**src/rtl/tmp3_monitor.sv**
```systemverilog
// tmp3_monitor
// Periodically requests a temperature reading from a TMP3-style sensor
// interface, captures the result, tracks the signed minimum and maximum, and
// converts the latest reading into sign + BCD ({hundreds, tens, ones, tenths}).
//
// Ports
//   clk            system clock, all logic on its rising edge
//   rst            asynchronous active-high reset
//   enable         level, high runs periodic sampling
//   clear_minmax   one-cycle pulse, restarts min/max tracking
//   busy_i         sensor interface transaction in progress
//   valid_i        sensor interface read result valid (level)
//   temperature_i  12-bit two's complement, 0.0625 C/LSB
//   update_o       update request to the sensor interface
//   sample_o       last captured temperature
//   min_o / max_o  signed min / max since reset or clear
//   minmax_valid   min_o / max_o hold at least one sample
//   sign_o         displayed value is negative
//   bcd_o          {hundreds, tens, ones, tenths} of the magnitude
//   new_sample     one-cycle pulse when bcd_o / sign_o update
//   timeout_o      sticky, the last request timed out
module tmp3_monitor #(
  parameter int PERIOD  = 100000000,
  parameter int TIMEOUT = 1000000
) (
  input  logic        clk,
  input  logic        rst,
  input  logic        enable,
  input  logic        clear_minmax,
  input  logic        busy_i,
  input  logic        valid_i,
  input  logic [11:0] temperature_i,
  output logic        update_o,
  output logic [11:0] sample_o,
  output logic [11:0] min_o,
  output logic [11:0] max_o,
  output logic        minmax_valid,
  output logic        sign_o,
  output logic [15:0] bcd_o,
  output logic        new_sample,
  output logic        timeout_o
);

  localparam int PW = (PERIOD > 1) ? $clog2(PERIOD) : 1;
  localparam int TW = (TIMEOUT > 1) ? $clog2(TIMEOUT) : 1;
  localparam logic [PW-1:0] PER_LAST = PW'(PERIOD - 1);
  localparam logic [TW-1:0] TMO_LAST = TW'(TIMEOUT - 1);

  typedef enum logic [2:0] {
    S_IDLE = 3'd0,
    S_REQ  = 3'd1,
    S_READ = 3'd2,
    S_CONV = 3'd3,
    S_WAIT = 3'd4
  } state_t;

  state_t        state;
  state_t        next_state;
  logic [PW-1:0] per_cnt;
  logic [TW-1:0] tmo_cnt;
  logic [2:0]    conv_cnt;
  logic          valid_q;
  logic          valid_rise;
  logic          capture;
  logic          tmo_hit;
  logic          conv_last;
  logic [19:0]   conv_sr;
  logic [19:0]   conv_step;
  logic          sign_pend;
  logic [3:0]    tenths_pend;
  logic [11:0]   cap_mag;

  // Absolute value as 12-bit unsigned; 0x800 maps to 2048.
  function automatic logic [11:0] magnitude(input logic [11:0] t);
    logic [11:0] m;
    if (t[11]) begin
      m = (~t) + 12'd1;
    end else begin
      m = t;
    end
    return m;
  endfunction

  // Fraction nibble (1/16 C) to truncated tenths digit.
  function automatic logic [3:0] tenths_of(input logic [3:0] frac);
    logic [7:0] p;
    p = {4'd0, frac} * 8'd10;
    return p[7:4];
  endfunction

  // One shift-add-3 iteration. Layout: [19:16] hundreds, [15:12] tens,
  // [11:8] ones, [7:0] remaining binary bits of the integer part.
  function automatic logic [19:0] dabble_step(input logic [19:0] sr);
    logic [19:0] t;
    t = sr;
    for (int d = 0; d < 3; d++) begin
      if (t[8 + 4*d +: 4] >= 4'd5) begin
        t[8 + 4*d +: 4] = t[8 + 4*d +: 4] + 4'd3;
      end else begin
        t[8 + 4*d +: 4] = t[8 + 4*d +: 4];
      end
    end
    return {t[18:0], 1'b0};
  endfunction

  assign valid_rise = valid_i & ~valid_q;
  assign conv_step  = dabble_step(conv_sr);
  assign cap_mag    = magnitude(temperature_i);

  // Next-state logic and single-cycle event strobes.
  always_comb begin
    next_state = state;
    capture    = 1'b0;
    tmo_hit    = 1'b0;
    conv_last  = 1'b0;
    case (state)
      S_IDLE: begin
        if (enable) begin
          next_state = S_REQ;
        end else begin
          next_state = S_IDLE;
        end
      end
      S_REQ: begin
        if (!enable) begin
          next_state = S_IDLE;
        end else if (tmo_cnt == TMO_LAST) begin
          tmo_hit    = 1'b1;
          next_state = S_WAIT;
        end else if (busy_i) begin
          next_state = S_READ;
        end else begin
          next_state = S_REQ;
        end
      end
      S_READ: begin
        // A result that arrives on the last allowed cycle still wins.
        if (valid_rise) begin
          capture    = 1'b1;
          next_state = S_CONV;
        end else if (tmo_cnt == TMO_LAST) begin
          tmo_hit    = 1'b1;
          next_state = S_WAIT;
        end else begin
          next_state = S_READ;
        end
      end
      S_CONV: begin
        if (conv_cnt == 3'd7) begin
          conv_last = 1'b1;
          if (enable) begin
            next_state = S_WAIT;
          end else begin
            next_state = S_IDLE;
          end
        end else begin
          next_state = S_CONV;
        end
      end
      S_WAIT: begin
        if (!enable) begin
          next_state = S_IDLE;
        end else if (per_cnt == PER_LAST) begin
          next_state = S_REQ;
        end else begin
          next_state = S_WAIT;
        end
      end
      default: begin
        next_state = S_IDLE;
      end
    endcase
  end

  // State register, registered request output and valid_i history.
  always_ff @(posedge clk or posedge rst) begin
    if (rst) begin
      state    <= S_IDLE;
      update_o <= 1'b0;
      valid_q  <= 1'b0;
    end else begin
      state    <= next_state;
      update_o <= (next_state == S_REQ);
      valid_q  <= valid_i;
    end
  end

  // Request timeout counter: zero on REQ entry, runs through REQ and READ.
  always_ff @(posedge clk or posedge rst) begin
    if (rst) begin
      tmo_cnt <= '0;
    end else if (((state == S_REQ) || (state == S_READ)) &&
                 ((next_state == S_REQ) || (next_state == S_READ))) begin
      tmo_cnt <= tmo_cnt + 1'b1;
    end else begin
      tmo_cnt <= '0;
    end
  end

  // Inter-sample period counter; cleared whenever WAIT is left.
  always_ff @(posedge clk or posedge rst) begin
    if (rst) begin
      per_cnt <= '0;
    end else if ((state == S_WAIT) && (next_state == S_WAIT)) begin
      per_cnt <= per_cnt + 1'b1;
    end else begin
      per_cnt <= '0;
    end
  end

  // Conversion cycle counter.
  always_ff @(posedge clk or posedge rst) begin
    if (rst) begin
      conv_cnt <= 3'd0;
    end else if ((state == S_CONV) && !conv_last) begin
      conv_cnt <= conv_cnt + 3'd1;
    end else begin
      conv_cnt <= 3'd0;
    end
  end

  // Capture of the reading and preparation of the BCD conversion.
  always_ff @(posedge clk or posedge rst) begin
    if (rst) begin
      sample_o    <= 12'd0;
      sign_pend   <= 1'b0;
      tenths_pend <= 4'd0;
      conv_sr     <= 20'd0;
    end else if (capture) begin
      sample_o    <= temperature_i;
      sign_pend   <= temperature_i[11];
      tenths_pend <= tenths_of(cap_mag[3:0]);
      conv_sr     <= {12'd0, cap_mag[11:4]};
    end else if (state == S_CONV) begin
      conv_sr <= conv_step;
    end else begin
      conv_sr <= conv_sr;
    end
  end

  // Display outputs; the eighth shift is taken straight from conv_step.
  always_ff @(posedge clk or posedge rst) begin
    if (rst) begin
      bcd_o      <= 16'd0;
      sign_o     <= 1'b0;
      new_sample <= 1'b0;
    end else if (conv_last) begin
      bcd_o      <= {conv_step[19:8], tenths_pend};
      sign_o     <= sign_pend;
      new_sample <= 1'b1;
    end else begin
      new_sample <= 1'b0;
    end
  end

  // Sticky timeout flag: set on abandon, cleared by the next capture.
  always_ff @(posedge clk or posedge rst) begin
    if (rst) begin
      timeout_o <= 1'b0;
    end else if (capture) begin
      timeout_o <= 1'b0;
    end else if (tmo_hit) begin
      timeout_o <= 1'b1;
    end else begin
      timeout_o <= timeout_o;
    end
  end

  // Signed min/max tracking; a clear coinciding with a capture reloads both.
  always_ff @(posedge clk or posedge rst) begin
    if (rst) begin
      min_o        <= 12'd0;
      max_o        <= 12'd0;
      minmax_valid <= 1'b0;
    end else if (capture) begin
      minmax_valid <= 1'b1;
      if (clear_minmax || !minmax_valid) begin
        min_o <= temperature_i;
        max_o <= temperature_i;
      end else begin
        if ($signed(temperature_i) < $signed(min_o)) begin
          min_o <= temperature_i;
        end else begin
          min_o <= min_o;
        end
        if ($signed(temperature_i) > $signed(max_o)) begin
          max_o <= temperature_i;
        end else begin
          max_o <= max_o;
        end
      end
    end else if (clear_minmax) begin
      minmax_valid <= 1'b0;
    end else begin
      minmax_valid <= minmax_valid;
    end
  end

endmodule
```
**config.mk**
```make
export PLATFORM = sky130hd
export DESIGN_NAME = tmp3_monitor
export DESIGN_NICKNAME = d
export VERILOG_FILES = /design/src/rtl/tmp3_monitor.sv
export SDC_FILE = /design/constraint.sdc
export NUM_CORES = 1
export LEC_CHECK = 0
export CORE_MARGIN = 2
export CORE_UTILIZATION = 45
export CTS_CLUSTER_DIAMETER = 100
export DETAILED_ROUTE_END_ITERATION = 10
export PLACE_DENSITY = 0.66
export SLEW_MARGIN = 30
export SYNTH_ARGS = -nofsm -noshare
export SYNTH_HDL_FRONTEND = slang
export SYNTH_SLANG_ARGS = --single-unit
```
**constraint.sdc**
```tcl
create_clock -name clk -period 5.1 [get_ports clk]
set_input_delay 0.51 -clock clk [delete_from_list [all_inputs] [get_ports clk]]
set_output_delay 0.51 -clock clk [all_outputs]
set_load 0.02 [all_outputs]
```
* After elaboration in Yosys (flattened, before gate mapping)
Index checks and enable logic that the tools add are counted.
** Storage, ports and cells
- Word-level logic and storage cells :: 96
- Output and inout bits :: 57
- Register bits :: 136
** Operators by class
- Reduce and logical (&&, ||, !) cells :: 16
- Bitwise gates (word level) :: 3
- Order comparisons :: 5
- Multipliers :: 1
- Equal/unequal tests :: 10
- $add $sub $neg :: 7
- Multiplexer cells :: 37
** Operator list (count)
- two-way mux 12 bit :: 5
- two-way mux 20 bit :: 3
- two-way mux 3 bit :: 10
- adder 27 x 1 -> 27 bit, second input constant :: 1
- == test 27 bit, second input constant :: 1
- two-way mux 27 bit :: 1
- adder 20 x 1 -> 20 bit, second input constant :: 1
- == test 20 bit, second input constant :: 1
- case mux 3 bit (5 select lines) :: 1
- two-way mux 1 bit :: 13
- adder 12 x 1 -> 12 bit, second input constant :: 1
- greater-or-equal comparator 4 x 3 -> 1 bit, second input constant :: 3
- greater-than comparator 12 bit :: 1
- less-than comparator 12 bit :: 1
- NOT 12 bit :: 1
- nonzero test 2 bit :: 5
- == test 3 x 2 -> 1 bit, second input constant :: 3
- == test 3 bit, second input constant :: 3
- adder 4 x 2 -> 4 bit, second input constant :: 2
- two-way mux 4 bit :: 2
- multiplier 4 x 3 -> 7 bit, second input constant :: 1
- == test 3 x 1 -> 1 bit, second input constant :: 2
- AND reduction 2 bit :: 2
- adder 3 x 1 -> 3 bit, second input constant :: 1
- other kinds (9) :: 14

* Logic depth before layout (Yosys ltp)
- Word-level depth :: 8
- Gate-level depth with buffers :: 9

* Least setup slack after synthesis
Ideal clock, no wire load.
- Path kind :: input-to-reg
- Start point :: input port temperature_i[5]
- End point :: register max_o[0]
- Stages :: 8
- Path buffers :: 1
- Library setup time :: 0.125 ns
- Setup slack :: 2.800 ns
- Required time :: 4.975 ns
- Arrival time :: 2.175 ns
- Path through :: ha_1 a211oi_1 nor3_1 nor4_1 nand3_1 nand3b_1 buf_2 mux2_2
** On the way
- Longest elaborated chain between the ends :: 3
** Ends and longest elaborated chain
- start: declaration :: RTL line 32 : input logic [11:0] temperature_i,
- greater-than comparator 12 bit :: RTL line 286 : if ($signed(temperature_i) > $signed(max_o)) begin
- nonzero test 2 bit (no source line)
- AND reduction 2 bit (no source line)
- end signal: assignment :: RTL line 279 : max_o <= temperature_i;
- end signal: assignment :: RTL line 287 : max_o <= temperature_i;
- end signal: assignment :: RTL line 289 : max_o <= max_o;
- end: declaration :: RTL line 36 : output logic [11:0] max_o,
No other way between the ends.
A chain may end at the register's enable or synchronous reset.

* Worst setup path in the final report
- Start point :: input port temperature_i[11]
- End point :: register max_o[3]
Same word-level chain as after synthesis.

==> metrics.yaml <==
power_and_ir_drop:
  clkPwrFrac_pct: 30.2
  netSwitchingFraction_pct: 33.34
  p_seq_share_pct: 36.5
  leakage_nw: 3.722
  switchingPower_w: 0.001383
  power.total_w: 0.004150
  p_comb_share_pct: 33.3
  intPower_w: 0.002766
  power.density_nw_per_um2: 501.8
  ir_drop_v: 0.0003341
detailed_routing:
  remaining_drc_errors: 0
  wire_per_inst_um: 15.52
  dr.pass1.iters: 4
  routed-via-count: 5120
  viasPerCell: 5.339
  drt_iter0_drc: 366
  ant_nets: 0
  wirelength_um: 14880
global_route:
  overflow: 0
  antenna_found_initial: 0
  globalRouteMet1Util_pct: 24.89
  grt.busiest_layer: "met2"
  use_met3_pct: 5.230
  grt_pass1_vias: 5281
  met2_usage_pct: 33.25
  grt_pass1_wl_um: 25390
  gr-usage-all-layers_pct: 19.74
  grt_max_degree: 55
sta:
  worstMarginPinSlew_ns: 0.6784
  fmax_mhz: 321.6
  setup_viol_count_final: 0
  rsz0062_at_grt: "false"
  setup-tns-final_ns: 0
  period_minus_slack_ns: 3.110
  period_share_pct: 60.97
  fin_skew_ns: 0.004773
  slew_violations: 0
  maxSlewHeadroom_pct: 54.78
  hold_viol_final: 0
cells_and_area:
  synthToLayoutAreaGrowth_pct: 22.55
  final_cell_mix: "dfrtp_1, nand2_1, clkdlybuf4s50_1"
  nets: 819
  final_common_cell: "dfrtp_1"
  diodes: 0
  layout-drive-gt1-share_pct: 9.032
placed_design:
  portBuffers: 74
  place_congestion: 0.8953
  hpwl_um: 10260
logic_synthesis:
  synth_seq_cells: 135
  synth_fp_nets: 743
  synth.cell_area_um2: 6748
  synth_enable_flop_cells: 0
  async_flop_share_pct: 100.0
  yosysWarnings: 0
  synthCells: 687
  avgSynthCellArea_um2: 9.822
  ys.flop_type: "dfrtp_1"
  yosysSeqAreaShare_pct: 50.06
  synth_cell_type_count: 45
die:
  die_height_um: 126.5
  io-pin-count: 75
  die_w_um: 126.5
  die-area_um2: 15990
  initial_utilization_pct: 46.25
  core-area_um2: 14590
  rows: 44
setup_path:
  arrival_ns: 3.41
  reg2reg_slack_ns: 2.50
  cp_max_fo: 17
  cp-end-kind: "flop"
  crit_slowest_cell: "clkdlybuf4s50_1"
  cpPeakStageDelay_ns: 0.84
  critPathLaunchType: "primary input"
  crit_type: "primary input to flop"
  cp.required_ns: 5.40
  crit_chain: "clkdlybuf4s50_1 -> ha_1 -> nand4_1 -> nor3_1 -> nor4_1 -> a211oi_1 -> nand3b_1 -> mux2_2"
clock_network:
  cts_root_buffer: "clkbuf_16"
  clk_path_buf_depth: 2
  cts_setup_buffers: 0
  cts_tree: "yes"
  cts_buffers: 17
  cts_hold_buf: 0
  insertion_delay_ns: 0.42
  clock_sinks: 135
  clkTransAtPathRegs_ns: 0.06
  htree_levels: 4
  cts_resized: 0
outcome:
  outcome: "completed"
hold_path:
  min_path_type: "flop to flop"
flow_run:
  drv_cap: 0
through the flow:
step | area, um^2 | util, % | hold slack [ns] | std cells | setup slack (ns)
finish | 8269 | 56.68 | 0.4384 | 959 | 1.990
global route | 8269 | 56.68 | 0.4705 | 959 | 1.788
CTS | 8264 | 56.65 | 0.4442 | 959 | 2.036
detailed placement | 7657 | 52.49 | 0.4364 | 928 | 1.598
global placement | 7657 | 52.49 | 0.4258 | 928 | 1.714
floorplan | 6748 | - | 0.4150 | 687 | 0.9789
registers in the layout, summed over array words and instances, names as in the netlist:
signal	flops
state	3
valid_q	1
min_o	12
conv_sr	20
per_cnt	27
conv_cnt	3
max_o	12
bcd_o	16
minmax_valid	1
sample_o	12
tmo_cnt	20
tenths_pend	4
timeout_o	1
update_o	1
sign_o	1
new_sample	1
power by group through the flow:
stage,clock network [W],logic (W),registers (W)
after floorplan,0,0.000722,0.00166
after global placement,0,0.00134,0.00152
after detailed placement,0,0.00138,0.00153
after CTS,0.00128,0.00140,0.00151
after global routing,0.00133,0.00154,0.00155
final,0.00125,0.00138,0.00151
Yosys cell counts, types with 2 or more instances:
master	n	area, um^2
buf_4	2	15.01
and4_1	3	26.28
buf_2	6	30.03
xor2_1	26	227.7
nor3b_1	8	60.06
clkbuf_1	12	45.04
inv_1	42	157.7
nand2_1	98	367.9
o31ai_1	2	15.01
or3_1	3	18.77
a21o_1	2	15.01
o21ai_0	37	185.2
nand4_1	10	62.56
mux2_2	30	337.8
nor2b_1	12	75.07
and2_1	2	12.51
a211oi_1	3	22.52
nor4_1	6	37.54
xnor2_1	30	262.8
a31oi_1	3	18.77
nand3_1	32	160.2
nor2_1	73	274.0
nand3b_1	2	15.01
dfrtp_1	135	3378
ha_1	37	462.9
or4_1	2	15.01
and3_1	16	100.1
a21oi_1	18	90.09
mux2i_1	3	30.03
nand2b_1	8	50.05
nor3_1	10	50.05
final cells by class:
| class | instances | area, um^2 |
|---|---|---|
| Tap cell | 184 | 230.2 |
| Fill cell | 1213 | 6320 |
| Clock inverter | 9 | 122.6 |
| Multi-Input combinational cell | 488 | 3119 |
| Clock buffer | 22 | 484.2 |
| Sequential cell | 135 | 3378 |
| Timing Repair Buffer | 78 | 770.7 |
| Inverter | 43 | 163.9 |
layer usage:
layer	up-vias	share of wire [%]	wire, um
met4	0	1.2	176
met1	2551	46	6786
li1	2466	-	-
met5	-	0	0
met3	16	3.7	544
met2	87	50	7373
path summary, 6_finish.rpt:
path                                             from               endpoint  cells after the start
worst max register to register   max_o[5]$_DFFE_PP0P_   max_o[3]$_DFFE_PP0P_                      8
worst max-delay path                temperature_i[11]   max_o[3]$_DFFE_PP0P_                      8
min in group asynchronous                         rst   new_sample$_DFF_PP0_                      2
worst min register to register  conv_cnt[0]$_DFF_PP0_  conv_cnt[0]$_DFF_PP0_                      1
max in group asynchronous                         rst   tmo_cnt[2]$_DFF_PP0_                      3
worst min-delay path            conv_cnt[0]$_DFF_PP0_  conv_cnt[0]$_DFF_PP0_                      1
cells by family after synthesis:
| family | Yosys count | synth area share [%] |
|---|---|---|
| buf+inv | 64 | 3.782 |
| mux | 33 | 5.451 |
| compound gates | 73 | 6.249 |
| xor+xnor | 56 | 7.269 |
| fa+ha+maj | 38 | 7.157 |
| simple gates | 288 | 20.03 |
| flops | 135 | 50.06 |
worst max-delay path, delay by kind of cell:
family / cells / cell delay, ns
AND/OR/NAND/NOR: 4 / 1.10
buffers and inverters: 1 / 0.84
multiplexers: 1 / 0.46
AO/OA/AOI/OAI: 1 / 0.13
adder cells (fa/ha/maj): 1 / 0.37
Note: power is estimated with default switching activity, not from simulation.
